--- src/rtl/ov7670_tx_pkg.sv ---
// Shared state encoding, RGB444 colour-bar constants and default timing for the OV7670 pixel source.
// No logic; imported by the pattern generator and the transmitter top.
package ov7670_tx_pkg;

  typedef enum logic [2:0] {
    ST_IDLE   = 3'd0,
    ST_VSYNC  = 3'd1,
    ST_VBP    = 3'd2,
    ST_ACTIVE = 3'd3,
    ST_VFP    = 3'd4
  } tx_state_e;

  localparam logic [11:0] RGB_WHITE   = 12'hFFF;
  localparam logic [11:0] RGB_YELLOW  = 12'hFF0;
  localparam logic [11:0] RGB_CYAN    = 12'h0FF;
  localparam logic [11:0] RGB_GREEN   = 12'h0F0;
  localparam logic [11:0] RGB_MAGENTA = 12'hF0F;
  localparam logic [11:0] RGB_RED     = 12'hF00;
  localparam logic [11:0] RGB_BLUE    = 12'h00F;
  localparam logic [11:0] RGB_BLACK   = 12'h000;

  localparam int DEF_H_ACTIVE    = 640;
  localparam int DEF_V_ACTIVE    = 480;
  localparam int DEF_H_BLANK     = 144;
  localparam int DEF_VSYNC_LINES = 3;
  localparam int DEF_VBP_LINES   = 17;
  localparam int DEF_VFP_LINES   = 10;

  // Width of a counter holding 0..n-1, never narrower than one bit.
  function automatic int cnt_w(input int n);
    return (n < 2) ? 1 : $clog2(n);
  endfunction

  function automatic int max_i(input int a, input int b);
    return (a > b) ? a : b;
  endfunction

endpackage

--- src/rtl/ov7670_pixel_tx_if.sv ---
// Camera-side pixel bus (byte, vsync, href) driven by the transmitter.
// master drives, slave observes; there is no backpressure on this bus.
interface ov7670_pixel_tx_if;
  logic [7:0] o_pix_byte;
  logic       o_vsync;
  logic       o_href;

  modport master (output o_pix_byte, output o_vsync, output o_href);
  modport slave  (input  o_pix_byte, input  o_vsync, input  o_href);
endinterface

--- src/rtl/ov7670_pattern_gen.sv ---
// Combinational (pattern, x, y) -> RGB444 map: colour bars or x/y ramp.
// Zero latency; the parent registers and splits the result into bytes.
module ov7670_pattern_gen
  import ov7670_tx_pkg::*;
#(
  parameter int H_ACTIVE = DEF_H_ACTIVE,
  parameter int XW       = 10,
  parameter int YW       = 9
) (
  input  logic          pattern,
  input  logic [XW-1:0] x,
  input  logic [YW-1:0] y,
  output logic [11:0]   rgb
);

  localparam int BAR_W = H_ACTIVE / 8;

  logic [2:0] bar;

  always_comb begin
    bar = 3'(32'(x) / BAR_W);
    rgb = RGB_BLACK;
    if (pattern) begin
      rgb = {4'(x), 4'(y), 4'h0};
    end else begin
      case (bar)
        3'd0:    rgb = RGB_WHITE;
        3'd1:    rgb = RGB_YELLOW;
        3'd2:    rgb = RGB_CYAN;
        3'd3:    rgb = RGB_GREEN;
        3'd4:    rgb = RGB_MAGENTA;
        3'd5:    rgb = RGB_RED;
        3'd6:    rgb = RGB_BLUE;
        default: rgb = RGB_BLACK;
      endcase
    end
  end

endmodule

--- src/rtl/ov7670_pixel_tx.sv ---
// OV7670-style RGB444 frame source, one byte per i_clk; outputs registered one edge after the state they describe.
// Free-running once started (no backpressure); o_frame_cnt exists only with OV7670_TX_FRAME_CNT_EN defined.
module ov7670_pixel_tx
  import ov7670_tx_pkg::*;
#(
  parameter int H_ACTIVE    = DEF_H_ACTIVE,
  parameter int V_ACTIVE    = DEF_V_ACTIVE,
  parameter int H_BLANK     = DEF_H_BLANK,
  parameter int VSYNC_LINES = DEF_VSYNC_LINES,
  parameter int VBP_LINES   = DEF_VBP_LINES,
  parameter int VFP_LINES   = DEF_VFP_LINES
) (
  input  logic                     i_clk,
  input  logic                     i_rst,
  input  logic                     i_start,
  input  logic                     i_continuous,
  input  logic                     i_pattern,
  ov7670_pixel_tx_if.master        pix_if,
  output logic                     o_busy,
  output logic                     o_frame_done
`ifdef OV7670_TX_FRAME_CNT_EN
  ,
  output logic [15:0]              o_frame_cnt
`endif
);

  localparam int L         = 2 * (H_ACTIVE + H_BLANK);
  localparam int BW        = cnt_w(L);
  localparam int MAX_LINES = max_i(max_i(VSYNC_LINES, VBP_LINES), max_i(V_ACTIVE, VFP_LINES));
  localparam int LW        = cnt_w(MAX_LINES);
  localparam int XW        = cnt_w(H_ACTIVE);
  localparam int YW        = cnt_w(V_ACTIVE);

  tx_state_e     state_q, state_d;
  logic [BW-1:0] byte_q, byte_d;
  logic [LW-1:0] line_q, line_d;
  logic          pattern_q, pattern_d;
  logic [7:0]    pix_byte_q, pix_byte_d;
  logic          vsync_q, vsync_d;
  logic          href_q, href_d;
  logic          busy_q, busy_d;
  logic          done_q, done_d;

  logic [LW-1:0] last_line;
  logic          eol, eop;
  logic [XW-1:0] x_d;
  logic [YW-1:0] y_d;
  logic [11:0]   rgb;

  always_ff @(posedge i_clk) begin
    if (i_rst) begin
      state_q    <= ST_IDLE;
      byte_q     <= '0;
      line_q     <= '0;
      pattern_q  <= 1'b0;
      pix_byte_q <= 8'h00;
      vsync_q    <= 1'b0;
      href_q     <= 1'b0;
      busy_q     <= 1'b0;
      done_q     <= 1'b0;
    end else begin
      state_q    <= state_d;
      byte_q     <= byte_d;
      line_q     <= line_d;
      pattern_q  <= pattern_d;
      pix_byte_q <= pix_byte_d;
      vsync_q    <= vsync_d;
      href_q     <= href_d;
      busy_q     <= busy_d;
      done_q     <= done_d;
    end
  end

  // Byte counter spans a whole line period; line counter restarts at every phase change.
  always_comb begin
    case (state_q)
      ST_VSYNC:  last_line = LW'(VSYNC_LINES - 1);
      ST_VBP:    last_line = LW'(VBP_LINES - 1);
      ST_ACTIVE: last_line = LW'(V_ACTIVE - 1);
      ST_VFP:    last_line = LW'(VFP_LINES - 1);
      default:   last_line = '0;
    endcase
    eol       = (byte_q == BW'(L - 1));
    eop       = eol && (line_q == last_line);
    state_d   = state_q;
    byte_d    = byte_q;
    line_d    = line_q;
    pattern_d = pattern_q;
    if (state_q == ST_IDLE) begin
      if (i_start) begin
        state_d   = ST_VSYNC;
        pattern_d = i_pattern;
      end
    end else begin
      byte_d = eol ? '0 : byte_q + BW'(1);
      if (eop)      line_d = '0;
      else if (eol) line_d = line_q + LW'(1);
      if (eop) begin
        case (state_q)
          ST_VSYNC:  state_d = ST_VBP;
          ST_VBP:    state_d = ST_ACTIVE;
          ST_ACTIVE: state_d = ST_VFP;
          ST_VFP: begin
            if (i_continuous) begin
              state_d   = ST_VSYNC;
              pattern_d = i_pattern;
            end else begin
              state_d = ST_IDLE;
            end
          end
          default:   state_d = ST_IDLE;
        endcase
      end
    end
  end

  ov7670_pattern_gen #(
    .H_ACTIVE (H_ACTIVE),
    .XW       (XW),
    .YW       (YW)
  ) u_pattern_gen (
    .pattern (pattern_q),
    .x       (x_d),
    .y       (y_d),
    .rgb     (rgb)
  );

  // Outputs are decoded from the next state so the registered copies line up with state_q.
  always_comb begin
    x_d        = XW'(byte_d >> 1);
    y_d        = YW'(line_d);
    vsync_d    = (state_d == ST_VSYNC);
    href_d     = (state_d == ST_ACTIVE) && (byte_d < BW'(2 * H_ACTIVE));
    busy_d     = (state_d != ST_IDLE);
    done_d     = (state_d == ST_VFP) && (byte_d == BW'(L - 1)) && (line_d == LW'(VFP_LINES - 1));
    pix_byte_d = 8'h00;
    if (href_d) pix_byte_d = byte_d[0] ? rgb[7:0] : {4'h0, rgb[11:8]};
  end

  assign pix_if.o_pix_byte = pix_byte_q;
  assign pix_if.o_vsync    = vsync_q;
  assign pix_if.o_href     = href_q;
  assign o_busy            = busy_q;
  assign o_frame_done      = done_q;

`ifdef OV7670_TX_FRAME_CNT_EN
  logic [15:0] frame_cnt_q, frame_cnt_d;

  always_comb frame_cnt_d = done_d ? frame_cnt_q + 16'd1 : frame_cnt_q;

  always_ff @(posedge i_clk) begin
    if (i_rst) frame_cnt_q <= 16'd0;
    else       frame_cnt_q <= frame_cnt_d;
  end

  assign o_frame_cnt = frame_cnt_q;
`endif

endmodule

--- src/flat_wrapper.sv ---
// flat-port wrapper written by rule: the top's interface ports become plain ports
module ov7670_pixel_tx_flat import ov7670_tx_pkg::*;
#(
  parameter int H_ACTIVE    = DEF_H_ACTIVE,
  parameter int V_ACTIVE    = DEF_V_ACTIVE,
  parameter int H_BLANK     = DEF_H_BLANK,
  parameter int VSYNC_LINES = DEF_VSYNC_LINES,
  parameter int VBP_LINES   = DEF_VBP_LINES,
  parameter int VFP_LINES   = DEF_VFP_LINES
)
  (i_clk, i_rst, i_start, i_continuous, i_pattern, o_busy, o_frame_done, pix_if_o_pix_byte, pix_if_o_vsync, pix_if_o_href);
  ov7670_pixel_tx_if pix_if_i ();
  input  logic i_clk;
  input  logic i_rst;
  input  logic i_start;
  input  logic i_continuous;
  input  logic i_pattern;
  output logic o_busy;
  output logic o_frame_done;
  output wire logic [$bits(pix_if_i.o_pix_byte)-1:0] pix_if_o_pix_byte;
  output wire logic [$bits(pix_if_i.o_vsync)-1:0] pix_if_o_vsync;
  output wire logic [$bits(pix_if_i.o_href)-1:0] pix_if_o_href;
  assign pix_if_o_pix_byte = pix_if_i.o_pix_byte;
  assign pix_if_o_vsync = pix_if_i.o_vsync;
  assign pix_if_o_href = pix_if_i.o_href;
  ov7670_pixel_tx #(.H_ACTIVE(H_ACTIVE), .V_ACTIVE(V_ACTIVE), .H_BLANK(H_BLANK), .VSYNC_LINES(VSYNC_LINES), .VBP_LINES(VBP_LINES), .VFP_LINES(VFP_LINES)) u_core (.i_clk(i_clk), .i_rst(i_rst), .i_start(i_start), .i_continuous(i_continuous), .i_pattern(i_pattern), .pix_if(pix_if_i), .o_busy(o_busy), .o_frame_done(o_frame_done));
endmodule
--- config.mk ---
export PLATFORM = sky130hd
export DESIGN_NAME = ov7670_pixel_tx_flat
export DESIGN_NICKNAME = d
export VERILOG_FILES = /design/src/rtl/ov7670_tx_pkg.sv /design/src/rtl/ov7670_pixel_tx_if.sv /design/src/rtl/ov7670_pattern_gen.sv /design/src/rtl/ov7670_pixel_tx.sv /design/src/flat_wrapper.sv
export SDC_FILE = /design/constraint.sdc
export NUM_CORES = 1
export LEC_CHECK = 0
export CAP_MARGIN = 20
export CORE_MARGIN = 2
export CORE_UTILIZATION = 58
export DETAILED_ROUTE_END_ITERATION = 7
export PLACE_DENSITY = 0.79
export SLEW_MARGIN = 20
export SYNTH_ARGS = -nofsm -noshare
export SYNTH_HDL_FRONTEND = slang
export SYNTH_SLANG_ARGS = --single-unit
--- constraint.sdc ---
create_clock -name i_clk -period 4.59 [get_ports i_clk]
set_clock_uncertainty 0.15 [all_clocks]
set_input_delay 1.1475 -clock i_clk [delete_from_list [all_inputs] [get_ports i_clk]]
set_output_delay 1.1475 -clock i_clk [all_outputs]
set_load 0.005 [all_outputs]
======== After elaboration in Yosys (flattened, before gate mapping) ========
Index checks and enable logic that the tools add are counted.
Widths: inputs -> output; s select.
storage, ports and cells
  flip-flop bits (word level) ............. 36
  output and inout port bits .............. 12
operators by class
  add/subtract/negate cells ............... 2
  div/mod/pow operators ................... 1
  $lt $le $gt $ge ......................... 1
  eq/ne operators ......................... 18
  muxes and demuxes ....................... 19
  bitwise logic cells ..................... 2
  reductions and logical operators ........ 13
operator list
  kind                   number
  $pmux 12 s7            1
  $pmux 9 s4             1
  $div 10x7->32 const B  1
  $mux 9                 3
  $eq 11x11->1 const B   2
  $mux 11                2
  $eq 3x2->1 const B     5
  $eq 3x3->1 const B     5
  $mux 12                1
  $pmux 3 s4             1
  $add 11x1->11 const B  1
  $lt 11x11->1 const B   1
  $add 9x1->9 const B    1
  $eq 3x1->1 const B     3
  $eq 9x4->1 const B     1
  $eq 9x9->1             1
  $mux 3                 3
  $logic_not 3->1        2
  $mux 1                 6
  $reduce_bool 2->1      3
  $logic_and 1x1->1      4
  $mux 4                 1
  $reduce_and 4->1       1
  $reduce_bool 3->1      1
  other kinds (4)        5

======== Logic depth before layout (Yosys ltp) ========
Gate-level depths: netlist of run 1.
  word-level depth ........................ 10
  mapped depth ............................ 15
  depth with buffers taken out ............ 14

======== Modules after synthesis ========
From an unflattened synthesis of run 1, not the netlist that was laid out.
second synthesis, totals
  cell total of the unflattened synthesis .. 294
  area, all modules ....................... 2389.8 um^2
modules (own cells, without submodules)
  module              instances  cells each  area an instance (um^2)  sequential area each (um^2)
  ov7670_pixel_tx     1          227         1913.1                   720.7
  ov7670_pattern_gen  1          67          476.7                    0.0

======== Worst setup path before layout of run 1 ========
Ideal clock, no wire load.
  path type ............................... flip-flop to flip-flop
  start point ............................. register u_core.byte_q[0]
  end point ............................... register u_core.pix_byte_q[1], in the netlist u_core.pix_if.o_pix_byte[1]
  setup time .............................. 0.130 ns
  arrival time ............................ 3.292 ns
  required time ........................... 4.310 ns
  path slack .............................. 1.018 ns
  stages on the path, launching flop included .. 16
  path buffers ............................ 1
  cells stage by stage .................... dfxtp_1 > ha_1 > nand3_1 > nor4_2 > xor2_1 > nand2_1 > inv_1 > ha_1 > nand2b_1 > a21oi_1 > a2bb2oi_1 > buf_2 > nand3_1 > a221oi_1 > a2111o_1 > o21ai_0
on the way
  longest elaborated chain between the ends .. 8
RTL lines
  item                                           RTL line                                      RTL
  start, declared                                ov7670_pixel_tx.sv:35                         logic [BW-1:0] byte_q, byte_d;
  start signal, assigned                         ov7670_pixel_tx.sv:63                         byte_q <= byte_d;
  $add 11x1->11 or $eq 11x11->1 (tied branches)  ov7670_pixel_tx.sv:95, ov7670_pixel_tx.sv:83
  $mux 11 *                                      ov7670_pixel_tx.sv:95                         byte_d = eol ? '0 : byte_q + BW'(1);
  $mux 11 *                                      ov7670_pixel_tx.sv:89                         if (state_q == ST_IDLE) begin
  named net u_core.byte_d[10]                    ov7670_pixel_tx.sv:35
  $div 10x7->32                                  ov7670_pattern_gen.sv:21                      bar = 3'(32'(x) / BAR_W);
  $eq 3x3->1, or another cell as far along       ov7670_pattern_gen.sv:26                      case (bar)
  $pmux 12 s7                                    ov7670_pattern_gen.sv:26
  $mux 12                                        ov7670_pattern_gen.sv:23                      if (pattern) begin
  $mux 4                                         ov7670_pixel_tx.sv:137                        if (href_d) pix_byte_d = byte_d[0] ? rgb[7:0] : {4'h0, rgb[11:8]};
  end signal, assigned                           ov7670_pixel_tx.sv:66                         pix_byte_q <= pix_byte_d;
  end, declared                                  ov7670_pixel_tx.sv:38                         logic [7:0] pix_byte_q, pix_byte_d;
Mark *: on every way through the listed nets, which the timed path passes. The rest lies on a longest branch.
A chain may end at the register's enable or synchronous reset.

======== Worst setup path in the final report of run 1 ========
  start point ............................. register u_core.byte_q[0]
  end point ............................... register u_core.pix_byte_q[2], in the netlist u_core.pix_if.o_pix_byte[2]
The elaborated chain is that of the path after synthesis.

==> results of run 1 <==
layout make-up:
class | count | area, um2 | area share (%)
Clock inverter | 2 | 13.8 | 0.523
Tap cell | 50 | 62.6 | 2.38
Clock buffer | 6 | 82.6 | 3.14
Sequential cell | 36 | 721 | 27.4
Multi-Input combinational cell | 233 | 1540 | 58.5
Timing Repair Buffer | 20 | 190 | 7.23
Inverter | 6 | 22.5 | 0.856
where the power goes:
group          internal, mW  switching, mW
sequential            0.316        0.00688
combinational        0.0201         0.0236
clock                 0.123          0.121
total                 0.459          0.152
cell families (layout without fill, tap and decap cells):
| group | after synthesis | in the layout | share of synthesized area, % |
|---|---|---|---|
| fa+ha+maj | 4 | 4 | 2.04 |
| compound gates | 64 | 64 | 19.1 |
| xor+xnor | 21 | 21 | 7.89 |
| buf+inv | 19 | 34 | 3.33 |
| simple gates | 140 | 140 | 34.8 |
| mux | 4 | 4 | 1.93 |
| flops | 36 | 36 | 30.9 |
sequential cells by signal (all words and copies together) (netlist names):
| signal | count |
|---|---|
| u_core.pattern_q | 1 |
| u_core.state_q | 3 |
| u_core.byte_q | 11 |
| u_core.o_frame_done | 1 |
| u_core.o_busy | 1 |
| u_core.pix_if.o_pix_byte | 8 |
| u_core.pix_if.o_vsync | 1 |
| u_core.line_q | 9 |
| u_core.pix_if.o_href | 1 |
routing by layer:
layer  GRT usage (%)  vias up  share of wire [%]
met5               0        -                  0
met4            6.12        0               0.96
met3            5.00        6                7.7
met2            39.0      102                 44
met1            37.4     1036                 47
li1                -     1101                  -
worst register-to-register path, cell delays in order, from the launching register on:
cell and delay [ns]:
dfxtp_1 0.40, ha_1 0.26, nand3_1 0.21, nor4_2 0.39, xor2_1 0.44, nand2_1 0.27
inv_1 0.18, ha_1 0.24, nand2b_1 0.18, a21oi_1 0.26, a2bb2oi_2 0.31, or3_1 0.18
o211ai_1 0.09, a2111o_1 0.47, o21ai_0 0.09
placed cells by master, fill, tap and decap left out, types with 2 or more instances in the layout:
master / count
a2111o_1: 2
a211oi_1: 4
a21o_1: 2
a21oi_1: 14
a2bb2oi_1: 2
a31oi_1: 3
and3_1: 5
and3b_1: 2
buf_4: 4
clkbuf_8: 6
clkdlybuf4s50_1: 16
dfxtp_1: 36
ha_1: 3
inv_1: 6
mux2i_1: 2
nand2_1: 13
nand3_1: 17
nand3b_1: 2
nand4_1: 8
nor2_1: 39
nor2b_1: 7
nor3_1: 19
nor3_2: 2
nor4_2: 3
o2111ai_1: 2
o211ai_1: 3
o21a_1: 2
o21ai_0: 12
o21ai_1: 2
o22ai_1: 3
o31ai_1: 3
or3_1: 4
or3b_2: 2
xnor2_1: 11
xor2_1: 10
how the worst min path moves through the flow:
| stage | endpoint | slack (ns) |
|---|---|---|
| global route | u_core.line_q[8]$_SDFF_PP0_ | 0.48 |
| global placement | u_core.line_q[8]$_SDFF_PP0_ | 0.43 |
| floorplan | u_core.line_q[8]$_SDFF_PP0_ | 0.41 |
| detailed placement | u_core.line_q[8]$_SDFF_PP0_ | 0.43 |
| CTS | u_core.line_q[8]$_SDFF_PP0_ | 0.44 |
| finish | u_core.line_q[8]$_SDFF_PP0_ | 0.44 |
stage by stage:
stage / hold slack [ns] / utilization (%) / area (um2) / setup WS (ns)
4_1_cts: 0.444 / 66.6 / 2630 / 0.332
6_report: 0.440 / 66.7 / 2630 / 0.389
2_1_floorplan: 0.407 / - / 2330 / 1.02
3_3_place_gp: 0.431 / 64.1 / 2530 / 0.451
3_5_place_dp: 0.431 / 64.1 / 2530 / 0.349
5_1_grt: 0.479 / 66.7 / 2630 / 0.0642
==> impl_metrics.env, run 1 <==
export IMPL_outcome="complete, no violations"
export IMPL_cts_clk_slew_worst_paths_ns=0.08
export IMPL_netlist_area_um2=2330
export IMPL_drtIter0Drc=213
export IMPL_clock_latency_ns=0.29
export IMPL_worst_pin_slew_ns=0.705
export IMPL_critPathCapture="u_core.pix_if.o_pix_byte[2]$_SDFF_PP0_"
export IMPL_power_leakage_nw=0.928
export IMPL_grt_antenna_before_repair=0
export IMPL_rows=23
export IMPL_ys_flop_type="dfxtp_1"
export IMPL_cp_depth=14
export IMPL_clkSinkCount=36
export IMPL_synth_area_leaders="dfxtp_1 (31%), nor2_1 (6.3%), xnor2_1 (4.1%), nor3_1 (4.1%), xor2_1 (3.8%)"
export IMPL_wl_per_cell_um=15.6
export IMPL_path_cells="ha_1 -> nand3_1 -> nor4_2 -> xor2_1 -> nand2_1 -> inv_1 -> ha_1 -> nand2b_1 -> a21oi_1 -> a2bb2oi_2 -> or3_1 -> o211ai_1 -> a2111o_1 -> o21ai_0"
export IMPL_max_freq_mhz=238
export IMPL_rsz0062_at_grt="no"
export IMPL_worst_path_buf_inv=1
export IMPL_total_power_uw=611
export IMPL_hp_class="register to register"
export IMPL_yosysMostFrequentCell="nor2_1"
export IMPL_vias=2245
export IMPL_initial_utilization_pct=59.1
export IMPL_num_fill_cells=323
export IMPL_reg2reg_to="u_core.pix_if.o_pix_byte[2]$_SDFF_PP0_"
export IMPL_die_w_um=67.4
export IMPL_cts_root_buf="clkbuf_8"
export IMPL_via_per_inst=6.36
export IMPL_final_cells=353
export IMPL_drt_drc_violations_left=0
export IMPL_n_antenna_cell=0
export IMPL_grt_pass1_wl_um=8770
export IMPL_tritoncts="done"
export IMPL_power_density_nw_per_um2=232
export IMPL_yosysTopAreaCell="dfxtp_1"
export IMPL_cts_resized=0
export IMPL_worst_ep_required_time_ns=4.65
export IMPL_grt_max_degree=26
export IMPL_startpoint_type="register"
export IMPL_max_cap_violations=0
export IMPL_cts_buffers=5
export IMPL_cts_setup_buffers=0
export IMPL_ys_warn_count=0
export IMPL_portBuffers=16
export IMPL_place_gp_congestion=0.962
export IMPL_critPathSlowestCell="a2111o_1"
export IMPL_hold_buffers=0
export IMPL_peakVddDrop_uv=159
export IMPL_placed_cells=345
export IMPL_die_area_um2=4540
export IMPL_worstSetupStartpoint="u_core.byte_q[0]$_SDFF_PP0_"
export IMPL_syn_nets=296
export IMPL_worstPathArrival_ns=4.26
export IMPL_yosys_top_cells_count="nor2_1 (39), dfxtp_1 (36), nor3_1 (19)"
export IMPL_postRouteAntennaNets=0
export IMPL_fin_crit_sh_pct=91.5
export IMPL_endpoint_kind="register"
export IMPL_holdCritStartpoint="u_core.line_q[8]$_SDFF_PP0_"
export IMPL_io_pins=17
export IMPL_synthArstFlopShare_pct=0
export IMPL_drt_wl_total_um=5500
export IMPL_dp_hpwl_um=4090
export IMPL_slew_violations=0
export IMPL_grt_overflow=0
export IMPL_core_um2=3940
export IMPL_clockBufferDepth=2
export IMPL_grt_pass1_vias=1851
export IMPL_crit_path_max_fanout=7
export IMPL_timing_rr_start="u_core.byte_q[0]$_SDFF_PP0_"
export IMPL_areaGrowthSynthToFinish_pct=12.9
export IMPL_slew_headroom_pct=52.7
export IMPL_r2r_setup_slack_ns=0.39
export IMPL_grt_use_total_pct=25.7
export IMPL_synthCells=288
export IMPL_setup_violations=0
export IMPL_h_tree_depth=2
export IMPL_drt_pass1_iter_count=5
export IMPL_crit_top_cell="ha_1"
export IMPL_die_y_um=67.4
export IMPL_worst_setup_path_type="register to register"
export IMPL_drive_above_1_share_pct=11.6
export IMPL_whs_path_depth=2
export IMPL_layout_nets=310
export IMPL_slowest_delay_ns=0.47
export IMPL_ys_types=63
export IMPL_hold_viol=0
export IMPL_reg2regPathDepth=14
export IMPL_tns_ns=0
export IMPL_synth_seq_area_share_pct=30.9
export IMPL_synth_edf_count=0
export IMPL_netlist_area_leader_share_pct=30.9
export IMPL_crit_family="simple AND/OR/NAND/NOR gates"
export IMPL_synth_seq_cells=36
export IMPL_min_period_ns=4.20
export IMPL_postSynthAreaPerCell_um2=8.09
Note: power is estimated with default switching activity, not from simulation.
==> run 2, diff against run 1 <==
--- a/config.mk
+++ b/config.mk
@@ -7,9 +7,10 @@
 export LEC_CHECK = 0
 export CAP_MARGIN = 20
 export CORE_MARGIN = 2
-export CORE_UTILIZATION = 58
+export CORE_UTILIZATION = 60
+export CTS_BUF_LIST = sky130_fd_sc_hd__clkbuf_8
 export DETAILED_ROUTE_END_ITERATION = 7
-export PLACE_DENSITY = 0.79
+export PLACE_DENSITY = 0.81
 export SLEW_MARGIN = 20
 export SYNTH_ARGS = -nofsm -noshare
 export SYNTH_HDL_FRONTEND = slang
==> impl_metrics.env, run 2 (synthesis gave the netlist of run 1 again) <==
export IMPL_largest_register_ffs=11
export IMPL_layout_common_cells="nor2_1 (39), dfxtp_1 (36), nor3_1 (19)"
export IMPL_grt_antenna_before_repair=0
export IMPL_fin_util_pct=71.1
export IMPL_drt_wl_total_um=5710
export IMPL_slew_headroom_pct=48.1
export IMPL_fin_crit_sh_pct=92.1
export IMPL_min_period_ns=4.23
export IMPL_endpoint_kind="register"
export IMPL_hold_buffers=0
export IMPL_critPathSlowestCell="a2111o_1"
export IMPL_h_tree_depth=2
export IMPL_vias=2217
export IMPL_worstPathArrival_ns=4.29
export IMPL_grt_max_degree=26
export IMPL_grt_use_total_pct=28.7
export IMPL_worst_slack_ns=0.363
export IMPL_max_freq_mhz=237
export IMPL_die_area_um2=4400
export IMPL_crit_top_cell="ha_1"
export IMPL_postRouteAntennaNets=0
export IMPL_wl_per_cell_um=16.3
export IMPL_layout_nets=310
export IMPL_grt_pass1_vias=1968
export IMPL_drive_above_1_share_pct=11.2
export IMPL_portBuffers=16
export IMPL_cts_resized=0
export IMPL_crit_path_max_fanout=10
export IMPL_dp_hpwl_um=4200
export IMPL_cts_clk_slew_worst_paths_ns=0.08
export IMPL_outcome="complete, no violations"
export IMPL_grt_overflow=0
export IMPL_hold_viol=0
export IMPL_die_y_um=66.3
export IMPL_final_common_cell="nor2_1"
export IMPL_setup_violations=0
export IMPL_die_w_um=66.3
export IMPL_place_gp_congestion=1.05
export IMPL_peakVddDrop_uv=200
export IMPL_power_density_nw_per_um2=233
export IMPL_worst_path_buf_inv=2
export IMPL_hp_class="register to register"
export IMPL_max_cap_violations=0
export IMPL_dp_worst_setup_slack_ns=0.475
export IMPL_slew_violations=0
export IMPL_worst_setup_path_type="register to register"
export IMPL_worst_ep_required_time_ns=4.65
export IMPL_n_antenna_cell=0
export IMPL_areaGrowthSynthToFinish_pct=12.5
export IMPL_path_cells="ha_1 -> nand3_1 -> nor4_2 -> xor2_1 -> nand2_1 -> inv_1 -> ha_1 -> nand2b_1 -> a21oi_1 -> a2bb2oi_1 -> buf_4 -> or3_1 -> o211ai_1 -> a2111o_1 -> o21ai_0"
export IMPL_cts_setup_buffers=0
export IMPL_tns_ns=0
export IMPL_io_pins=17
export IMPL_cts_buffers=5
export IMPL_rsz0062_at_grt="no"
export IMPL_drt_pass1_iter_count=5
export IMPL_startpoint_type="register"
export IMPL_cts_root_buf="clkbuf_8"
export IMPL_clockBufferDepth=2
export IMPL_power_leakage_nw=0.928
export IMPL_crit_family="simple AND/OR/NAND/NOR gates"
export IMPL_slowest_delay_ns=0.46
export IMPL_grt_pass1_wl_um=9470
export IMPL_tritoncts="done"
export IMPL_whs_ns=0.459
export IMPL_worst_pin_slew_ns=0.773
export IMPL_rows=22
export IMPL_clkSinkCount=36
export IMPL_regMostFlops="u_core.byte_q"
export IMPL_clock_latency_ns=0.30
export IMPL_initial_utilization_pct=63.2
export IMPL_via_per_inst=6.32
export IMPL_drtIter0Drc=245
export IMPL_core_um2=3690
export IMPL_drt_drc_violations_left=0
[run 2: cell counts in the layout (fill, tap and decap cells not counted)]
Identical to the previous run, type by type.
[run 2: worst min-delay path: stages, from the launching register on]
cell     delay (ns)
dfxtp_1        0.35
xor2_1         0.16
nor3_1         0.05
[run 2: stage by stage]
stage / power [mW] / area [um2] / cells
after global placement: 0.373 / 2530 / 343
after global routing: 0.632 / 2620 / 351
after detailed placement: 0.374 / 2530 / 343
final: 0.612 / 2620 / 351
after CTS: 0.615 / 2620 / 351
after floorplan: 0.359 / 2330 / 288
[run 2: where the power goes]
part           switching [mW]  internal (mW)
logic                  0.0242         0.0203
registers             0.00744          0.316
clock network           0.121          0.123
total                   0.152          0.459
[run 2: area by class of cell]
| cell class | instances | area, um2 |
|---|---|---|
| clock buffer | 6 | 82.6 |
| clock inverter | 2 | 13.8 |
| fill | 317 | 1070 |
| inverter | 6 | 22.5 |
| multi-input combinational | 233 | 1530 |
| sequential | 36 | 721 |
| tap | 48 | 60.1 |
| timing repair buffer | 20 | 190 |
[run 2: path summary, 6_finish.rpt]
path | from | endpoint | depth (start not counted) | slack, ns
setup / recovery | u_core.byte_q[1]$_SDFF_PP0_ | u_core.pix_if.o_pix_byte[1]$_SDFF_PP0_ | 15 | 0.36
hold reg to reg | u_core.line_q[8]$_SDFF_PP0_ | u_core.line_q[8]$_SDFF_PP0_ | 2 | 0.46
setup reg to reg | u_core.byte_q[1]$_SDFF_PP0_ | u_core.pix_if.o_pix_byte[1]$_SDFF_PP0_ | 15 | 0.36
hold / removal | u_core.line_q[8]$_SDFF_PP0_ | u_core.line_q[8]$_SDFF_PP0_ | 2 | 0.46
[run 2: metal layers]
metal | vias up | track usage [%] | wire (um)
li1 | 1093 | - | -
met2 | 101 | 44.5 | 2570
met5 | - | 0 | 0
met3 | 11 | 5.11 | 334
met4 | 0 | 9.69 | 106
met1 | 1012 | 39.9 | 2700
==> run 3, diff against run 2 <==
==> constraint.sdc (replaced) <==
create_clock -name i_clk -period 4.59 [get_ports i_clk]
set_clock_uncertainty 0.15 [all_clocks]
set_input_delay 1.1475 -clock i_clk [delete_from_list [all_inputs] [get_ports i_clk]]
set_output_delay 1.1475 -clock i_clk [all_outputs]
set_load 0.05 [all_outputs]
==> results of run 3 <==
The final DEF is identical to that of run 2. Status: complete, no violations.
Among the figures that moved: total power 0.612 mW -> 0.617 mW
